**config.mk**
```make
export PLATFORM = sky130hd
export DESIGN_NAME = usb_fs_pad_seq
export DESIGN_NICKNAME = d
export VERILOG_FILES = /design/src/rtl/usb_fs_pad_seq.sv
export SDC_FILE = /design/constraint.sdc
export NUM_CORES = 1
export LEC_CHECK = 0
export ABC_AREA = 1
export BUFFER_PORTS_ARGS = -buffer_cell sky130_fd_sc_hd__buf_2
export CAP_MARGIN = 20
export CORE_MARGIN = 2
export CORE_UTILIZATION = 32
export CTS_CLUSTER_DIAMETER = 200
export DETAILED_ROUTE_END_ITERATION = 10
export GPL_ROUTABILITY_DRIVEN = 0
export PLACE_DENSITY = 0.45
export SLEW_MARGIN = 30
export SYNTH_ARGS = -nofsm -noshare
export SYNTH_HDL_FRONTEND = slang
export SYNTH_SLANG_ARGS = --single-unit
```
**constraint.sdc**
```tcl
create_clock -name clk -period 1.8 [get_ports clk]
set_input_delay 0.36 -clock clk [delete_from_list [all_inputs] [get_ports clk]]
set_output_delay 0.36 -clock clk [all_outputs]
set_load 0.01 [all_outputs]
```
**src/rtl/usb_fs_pad_seq.sv**
```systemverilog
// USB full-speed host pad sequencer: times pre-encoded line-state bits onto the
// D+/D- tristate pads, appends EOP, holds a turnaround guard and drives bus reset.
module usb_fs_pad_seq #(
  parameter int unsigned CLKS_PER_BIT    = 4,
  parameter int unsigned TURNAROUND_BITS = 2,
  parameter int unsigned RESET_CYCLES    = 480000
) (
  input  logic       clk,
  input  logic       rst,
  input  logic       tx_valid,
  input  logic       tx_bit,
  input  logic       tx_last,
  output logic       tx_ready,
  output logic       tx_underrun,
  output logic       eop_done,
  input  logic       bus_reset_req,
  output logic       bus_reset_done,
  output logic       busy,
  output logic [1:0] line_state,
  output logic       dp_o,
  output logic       dm_o,
  output logic       dp_t,
  output logic       dm_t,
  input  logic       dp_i,
  input  logic       dm_i
);

  localparam int unsigned EopSe0Cycles = 2 * CLKS_PER_BIT;
  localparam int unsigned GuardCycles  = TURNAROUND_BITS * CLKS_PER_BIT;
  localparam int unsigned MaxA         = (EopSe0Cycles > GuardCycles) ? EopSe0Cycles : GuardCycles;
  localparam int unsigned MaxCnt       = (RESET_CYCLES > MaxA) ? RESET_CYCLES : MaxA;
  localparam int unsigned CntW         = $clog2(MaxCnt);

  localparam logic [CntW-1:0] BitEnd   = CntW'(CLKS_PER_BIT - 1);
  localparam logic [CntW-1:0] Se0End   = CntW'(EopSe0Cycles - 1);
  localparam logic [CntW-1:0] GuardEnd = CntW'(GuardCycles - 1);
  localparam logic [CntW-1:0] RstEnd   = CntW'(RESET_CYCLES - 1);

  typedef enum logic [2:0] {
    StIdle,
    StTxData,
    StEopSe0,
    StEopJ,
    StGuard,
    StBusRst
  } state_e;

  state_e          state_q, state_d;
  logic [CntW-1:0] cnt_q, cnt_d;
  logic            bit_q, bit_d;
  logic            last_q, last_d;
  logic            pad_t_q, pad_t_d;
  logic            dp_q, dp_d;
  logic            dm_q, dm_d;
  logic [1:0]      sync1_q, sync2_q;

  // Next-state, bit latch and single-cycle handshake/pulse outputs.
  always_comb begin
    state_d        = state_q;
    cnt_d          = cnt_q + CntW'(1);
    bit_d          = bit_q;
    last_d         = last_q;
    tx_ready       = 1'b0;
    tx_underrun    = 1'b0;
    eop_done       = 1'b0;
    bus_reset_done = 1'b0;
    unique case (state_q)
      StIdle: begin
        cnt_d = '0;
        // Bus reset wins over a simultaneous transmit request.
        if (bus_reset_req) begin
          state_d = StBusRst;
        end else if (tx_valid) begin
          tx_ready = 1'b1;
          bit_d    = tx_bit;
          last_d   = tx_last;
          state_d  = StTxData;
        end
      end
      StTxData: begin
        if (cnt_q == BitEnd) begin
          cnt_d = '0;
          if (last_q) begin
            state_d = StEopSe0;
          end else if (tx_valid) begin
            tx_ready = 1'b1;
            bit_d    = tx_bit;
            last_d   = tx_last;
          end else begin
            // Serializer starved: close the packet with EOP anyway.
            tx_underrun = 1'b1;
            state_d     = StEopSe0;
          end
        end
      end
      StEopSe0: begin
        if (cnt_q == Se0End) begin
          cnt_d   = '0;
          state_d = StEopJ;
        end
      end
      StEopJ: begin
        if (cnt_q == BitEnd) begin
          eop_done = 1'b1;
          cnt_d    = '0;
          state_d  = StGuard;
        end
      end
      StGuard: begin
        if (cnt_q == GuardEnd) begin
          cnt_d   = '0;
          state_d = StIdle;
        end
      end
      StBusRst: begin
        if (cnt_q == RstEnd) begin
          bus_reset_done = 1'b1;
          cnt_d          = '0;
          state_d        = StGuard;
        end
      end
      default: begin
        cnt_d   = '0;
        state_d = StIdle;
      end
    endcase
  end

  // Pad levels decoded from the next state so pads change on the same edge as the state.
  always_comb begin
    pad_t_d = 1'b1;
    dp_d    = 1'b0;
    dm_d    = 1'b0;
    unique case (state_d)
      StTxData: begin
        pad_t_d = 1'b0;
        dp_d    = bit_d;
        dm_d    = ~bit_d;
      end
      StEopJ: begin
        pad_t_d = 1'b0;
        dp_d    = 1'b1;
      end
      StEopSe0, StBusRst: begin
        pad_t_d = 1'b0;
      end
      default: begin
        pad_t_d = 1'b1;
      end
    endcase
  end

  // Sequencer state, counter and registered pad drivers.
  always_ff @(posedge clk or posedge rst) begin
    if (rst) begin
      state_q <= StIdle;
      cnt_q   <= '0;
      bit_q   <= 1'b0;
      last_q  <= 1'b0;
      pad_t_q <= 1'b1;
      dp_q    <= 1'b0;
      dm_q    <= 1'b0;
    end else begin
      state_q <= state_d;
      cnt_q   <= cnt_d;
      bit_q   <= bit_d;
      last_q  <= last_d;
      pad_t_q <= pad_t_d;
      dp_q    <= dp_d;
      dm_q    <= dm_d;
    end
  end

  // Two-flop synchroniser for the asynchronous pad inputs.
  always_ff @(posedge clk or posedge rst) begin
    if (rst) begin
      sync1_q <= 2'b00;
      sync2_q <= 2'b00;
    end else begin
      sync1_q <= {dp_i, dm_i};
      sync2_q <= sync1_q;
    end
  end

  // One tristate flop feeds both pads so they can never disagree.
  assign dp_t       = pad_t_q;
  assign dm_t       = pad_t_q;
  assign dp_o       = dp_q;
  assign dm_o       = dm_q;
  assign busy       = (state_q != StIdle);
  assign line_state = sync2_q;

endmodule

```
==> results of run 1 <==
## layout make-up
class / instances / area, um^2
Fill cell: 590 / 3206
Multi-Input combinational cell: 174 / 1109
Sequential cell: 31 / 777.0
Timing Repair Buffer: 57 / 406.6
Inverter: 32 / 122.6
Tap cell: 75 / 93.84
Clock buffer: 5 / 68.82
Clock inverter: 3 / 67.56
## power groups by stage
stage,clock network (mW),logic (mW),registers [mW]
2_1_floorplan,0,0.0185,0.718
3_3_place_gp,0,0.0432,0.717
3_5_place_dp,0,0.0433,0.717
4_1_cts,0.864,0.0435,0.704
5_1_grt,0.892,0.0492,0.704
6_report,0.841,0.0423,0.704
## worst max-delay path: cells and delay by family (launching register included)
kind	cells	cell delay (ns)
and+or+nand+nor	6	0.56
DFF	1	0.39
adders and majority gates	1	0.16
buffers and inverters	1	0.13
## state kept, by name, indices dropped and copies added, names as in the netlist
signal,cells
bit_q,1
cnt_q,19
sync1_q,2
dp_o,1
line_state,2
last_q,1
dm_o,1
dm_t,1
state_q,3
## metal layers
layer / global-route usage [%] / up-vias / share of wire [%] / wire [um]
met5: 0 / - / 0 / 0
met4: 4.407 / 0 / 0.94 / 46
met3: 3.333 / 4 / 3.4 / 166
met2: 25.08 / 28 / 47 / 2282
met1: 22.56 / 811 / 49 / 2402
li1: - / 898 / - / -
## what timing repair did
action / in CTS / in global routing
gates cloned: 0 / 1
setup buffers: 13 / 4
gates resized for setup: 17 / 24
setup endpoints to repair: 4 / 21
pin swaps: 9 / 9
## worst max path at each step
stage                                    from        endpoint  slack (ns)  depth (start not counted)
after global placement    cnt_q[15]$_DFF_PP0_        tx_ready       0.007                          8
after global routing      cnt_q[15]$_DFF_PP0_  bus_reset_done       -0.20                          7
after CTS                  cnt_q[1]$_DFF_PP0_  bus_reset_done       -0.09                          8
final                      cnt_q[1]$_DFF_PP0_        tx_ready       -0.09                          8
after detailed placement  cnt_q[15]$_DFF_PP0_        tx_ready       -0.02                          8
after floorplan            cnt_q[0]$_DFF_PP0_        tx_ready        0.18                          7
## logic make-up (layout without fill, tap and decap cells)
family | after synthesis | count (layout) | synth area share [%]
AND/OR/NAND/NOR | 150 | 151 | 41.44
AO/OA/AOI/OAI | 17 | 17 | 6.601
flip-flops | 31 | 31 | 40.59
buffers and inverters | 36 | 97 | 8.431
XOR/XNOR | 5 | 5 | 2.287
adder cells (fa/ha/maj) | 1 | 1 | 0.6535
## stage by stage
| step | TNS (ns) | power (mW) |
|---|---|---|
| floorplan | 0 | 0.7368 |
| global placement | 0 | 0.7606 |
| detailed placement | -0.01794 | 0.7604 |
| CTS | -0.2591 | 1.612 |
| global route | -0.6850 | 1.645 |
| finish | -0.1680 | 1.588 |
## Yosys cell counts, types with 3 or more instances
library cell | count | area [um^2]
nor2_2 | 4 | 25.02
or2_2 | 3 | 18.77
and3_1 | 5 | 31.28
xor2_1 | 4 | 35.03
nand3_1 | 9 | 45.04
a21oi_1 | 3 | 15.01
inv_1 | 31 | 116.4
nor3_1 | 8 | 40.04
nand4_1 | 8 | 50.05
a31oi_1 | 3 | 18.77
dfrtp_1 | 30 | 750.7
nor2_1 | 42 | 157.7
nand2_1 | 52 | 195.2
buf_6 | 3 | 33.78
o21ai_0 | 5 | 25.02
## cells in the final DEF (no fill, tap or decap), drive strengths merged, types with 2 or more instances in the layout
| master | n |
|---|---|
| or2 | 4 |
| nand2 | 55 |
| o21ai | 7 |
| a21oi | 3 |
| and3b | 2 |
| a31oi | 3 |
| nor2 | 48 |
| bufinv | 2 |
| buf | 57 |
| nor3 | 8 |
| nor3b | 2 |
| nand4 | 11 |
| o211ai | 2 |
| dfrtp | 30 |
| inv | 32 |
| and3 | 5 |
| xor2 | 4 |
| clkbuf | 5 |
| nand3 | 13 |
==> reports/summary.txt, run 1 <==
Status - finished, violations left
Failing checks - setup timing
Sw frac - 20.06%
F_max - 0.5305 GHz
Worst path arrival time - 1.53 ns
WP data required - 1.44 ns
Final core occ - 45.21%
Largest stage delay on the critical path - 0.39 ns
Sequential power share - 44.4%
Seq/Total Area, Yosys - 40.59%
Area after DPL - 2235 um^2
Die area - 6617 um^2
Final hold violations - 0
ANT cells - 0
CP max stage cell - dfrtp_1
Worst slew margin - 60.21%
CTS hold repair buffers - 0
Row cnt - 28
Vias/cell - 4.618
Clock sinks - 31
CTS tree - done
Worst Skew - 0.004724 ns
Reg-to-reg endpoint - cnt_q[12]$_DFF_PP0_
Initial antenna violation count - 0
Slew Limit Fails - 0
Io pins - 19
Most used cell, CP - nor2_4
Comb power frac - 2.7%
Post-synth EDFFs - 0
Worst setup EP type - output pin
DRT antenna net count - 0
CP Cell Sequence - ha_4 -> nand2_2 -> nor2_4 -> nand3_4 -> nor2_4 -> nor2_2 -> nor2_1 -> buf_2
Avg Inst Size Synth - 7.976 um^2
Final worst slack - -0.08505 ns
Cell area after synthesis - 1914 um^2
Placeable Area - 5851 um^2
Final setup vio count - 4
Syn Nets - 249
Main synth FF type - dfrtp_1
Average wire per standard cell - 12.99 um
CP startpoint kind - flip-flop
CP max FO - 4
Worst r2r path cells - 8
Horiz. Die Dim - 81.35 um
# Max-Cap Violations - 0
H-tree Lvls - 2
FF-to-FF Start - cnt_q[15]$_DFF_PP0_
Clk pwr share - 53.0%
Slew of the pin with the lowest slew margin - 0.5906 ns
Largest net degree at the start of global routing - 22
Clk slew on worst S/H paths - 0.07 ns
1st-pass router iterations - 4
Grt ovf - 0
Root Driver - clkbuf_8
I/O Buffers - 18
RSZ-0062 raised after global routing - yes
Fin area - 2645 um^2
Period minus WS final - 1.885 ns
Total CTS buffers - 5
Syn Inst Count - 240
Ys Warns - 0
Distinct cells, synth - 39
Period utilization - 104.7%
Worst hold path class - input pin to asynchronous set/reset pin
DRC Markers - 0
Hold WS - 0.08662 ns
Internal power - 1.269 mW
Reg2Reg Setup Slack - 0.10 ns
Worst skew pair latency - 0.29 ns
Yosys reg bits - 31
GRT Total Usage - 16.11%
CTS Buffer Depth - 2
Area delta synth->final - 38.17%
Final std cells w/o fill - 377
HPWL Detailed - 3.547 mm
Die Y - 81.35 um
Share of cells above drive strength 1 - 41.39%
Final nets - 310
First-pass GRT wire length - 7.983 mm
Dpl ws - -0.01794 ns
Vias in the first global route - 1664
Placed Cells - 351
CP Class - flip-flop to output pin
Vias after detailed routing - 1741
Starting Density - 32.72%
Net Sw Power - 0.3185 mW
Total length of routed wires - 4.897 mm
Leakage - 1.281 nW
DRT iter0 DRCs - 72
Asr flop ratio synth - 100.0%
Pwr dens - 600.2 nW/um^2
VDD IR max - 337.7 uV
Note: power is estimated with default switching activity, not from simulation.
==> run 2, diff against run 1 <==
- PLACE_DENSITY: 0.45 -> 0.51
==> run 2 against run 1 <==
  * The run still ends with setup timing left
  * Clock skew rose by 0.011 ns
  * Largest power group unchanged
  * Maximum frequency is 3.3% lower
  * Critical path depth did not move
  * Register-to-register slack lost 0.05 ns
==> reports/summary.txt, run 2 (synthesis results as in run 1) <==
Clock sinks - 31
CP max FO - 4
Vias/cell - 4.782
Max reg flops - 19
ANT cells - 0
Commonest non-fill, non-tap cells in the layout - nand2_1 (47), buf_4 (42), nor2_1 (32), inv_1 (29), dfrtp_1 (28)
Commonest non-fill, non-tap cell in the layout - nand2_1
RSZ-0062 raised after global routing - yes
Failing checks - setup timing
Worst hold path class - input pin to asynchronous set/reset pin
Total length of routed wires - 4.928 mm
Worst skew pair latency - 0.30 ns
Slew Limit Fails - 0
F_max - 0.5129 GHz
# Max-Cap Violations - 0
Period minus WS final - 1.950 ns
Average wire per standard cell - 12.93 um
CP max stage cell - dfrtp_1
Final worst slack - -0.1497 ns
Vias after detailed routing - 1822
Final std cells w/o fill - 381
Reg with most FFs - cnt_q
# fillers - 568
DRT iter0 DRCs - 97
Io pins - 19
Vias in the first global route - 1697
Largest stage delay on the critical path - 0.42 ns
Root Driver - clkbuf_8
I/O Buffers - 18
Reg area - 779.5 um^2
Die area - 6617 um^2
Die Y - 81.35 um
HPWL Detailed - 3.260 mm
Worst path arrival time - 1.59 ns
CTS Buffer Depth - 2
DRT antenna net count - 0
Dpl ws - 0.02329 ns
Worst Skew - 0.01536 ns
Row cnt - 28
DRC Markers - 0
Biggest regs - cnt_q: 19 flops, state_q: 3 flops
First-pass GRT wire length - 7.879 mm
H-tree Lvls - 2
Final hold violations - 0
Area delta synth->final - 39.02%
WP data required - 1.44 ns
Horiz. Die Dim - 81.35 um
CP Class - flip-flop to output pin
Placeable Area - 5851 um^2
Initial antenna violation count - 0
Period utilization - 108.3%
VDD IR max - 411.3 uV
Largest net degree at the start of global routing - 32
Final setup vio count - 4
Pwr dens - 557.6 nW/um^2
CP startpoint kind - flip-flop
GRT Total Usage - 15.94%
1st-pass router iterations - 4
Final nets - 314
Share of cells above drive strength 1 - 40.20%
Clk slew on worst S/H paths - 0.08 ns
Starting Density - 32.72%
Grt ovf - 0
Worst slew margin - 60.78%
CTS tree - done
Status - finished, violations left
Slew of the pin with the lowest slew margin - 0.5822 ns
Leakage - 1.278 nW
CTS hold repair buffers - 0
Total CTS buffers - 5
Placed Cells - 347
Most used cell, CP - nor2_1
Worst setup EP type - output pin
CP Cell Sequence - nor2_1 -> nand2_4 -> nor2_4 -> nand3_4 -> nor2_2 -> nor2_1 -> nor2_1 -> buf_2
Area of the multi-input gates - 1131 um^2
==> run 2: final timing paths <==
path,startpoint,to,slack (ns),cells past startpoint
worst max-delay path,cnt_q[3]$_DFF_PP0_,tx_ready,-0.15,8
worst max register to register,cnt_q[0]$_DFF_PP0_,cnt_q[8]$_DFF_PP0_,0.05,10
worst min register to register,sync1_q[1]$_DFF_PP0_,line_state[1]$_DFF_PP0_,0.34,0
min in group clk,dm_i,sync1_q[0]$_DFF_PP0_,0.17,1
max in group asynchronous,rst,cnt_q[15]$_DFF_PP0_,1.34,3
worst min-delay path,rst,line_state[1]$_DFF_PP0_,0.13,3
==> run 2: power by group <==
part / switching [mW] / internal (mW)
registers: 0.00253 / 0.702
clock network: 0.293 / 0.448
logic: 0.0266 / 0.0121
==> run 2: metal layers <==
layer | part of all wire (%) | track usage, % | vias to the layer above
li1 | - | - | 905
met1 | 47 | 21.18 | 875
met2 | 48 | 24.26 | 34
met3 | 3.4 | 3.889 | 8
met4 | 1.9 | 7.458 | 0
met5 | 0 | 0 | -
==> run 2: final cells by class <==
type                    count  area share [%]
repair buffers             61           15.66
flip-flops and latches     31           29.29
multi-input cells         174           42.50
inverters                  32           4.607
clock buffers               6           3.103
well taps                  75           3.526
clock inverters             2           1.316
==> run 2: timing repair <==
action,in CTS,in global routing
gates resized for setup,16,24
buffers inserted,16,9
setup endpoints to repair,6,17
pin swaps,7,13
cloned,1,0
endpoints found under the hold margin,0,0
==> run 2: metrics by stage <==
stage | hold WS (ns) | area (um^2) | util, % | total power [mW] | setup TNS, ns
2_1_floorplan | 0.3312 | 1914 | - | 0.7368 | 0
3_3_place_gp | 0.3329 | 2192 | 37.47 | 0.7566 | 0
3_5_place_dp | 0.3485 | 2192 | 37.47 | 0.7569 | 0
4_1_cts | 0.1488 | 2490 | 42.56 | 1.505 | -0.2774
5_1_grt | 0.1550 | 2661 | 45.49 | 1.549 | -0.7644
6_report | 0.1266 | 2661 | 45.49 | 1.484 | -0.4495
==> run 2: worst max-delay path: cells and delay by family (launching register included) <==
family	cells	cell delay, ns
buffers and inverters	1	0.14
DFF	1	0.42
and+or+nand+nor	7	0.73
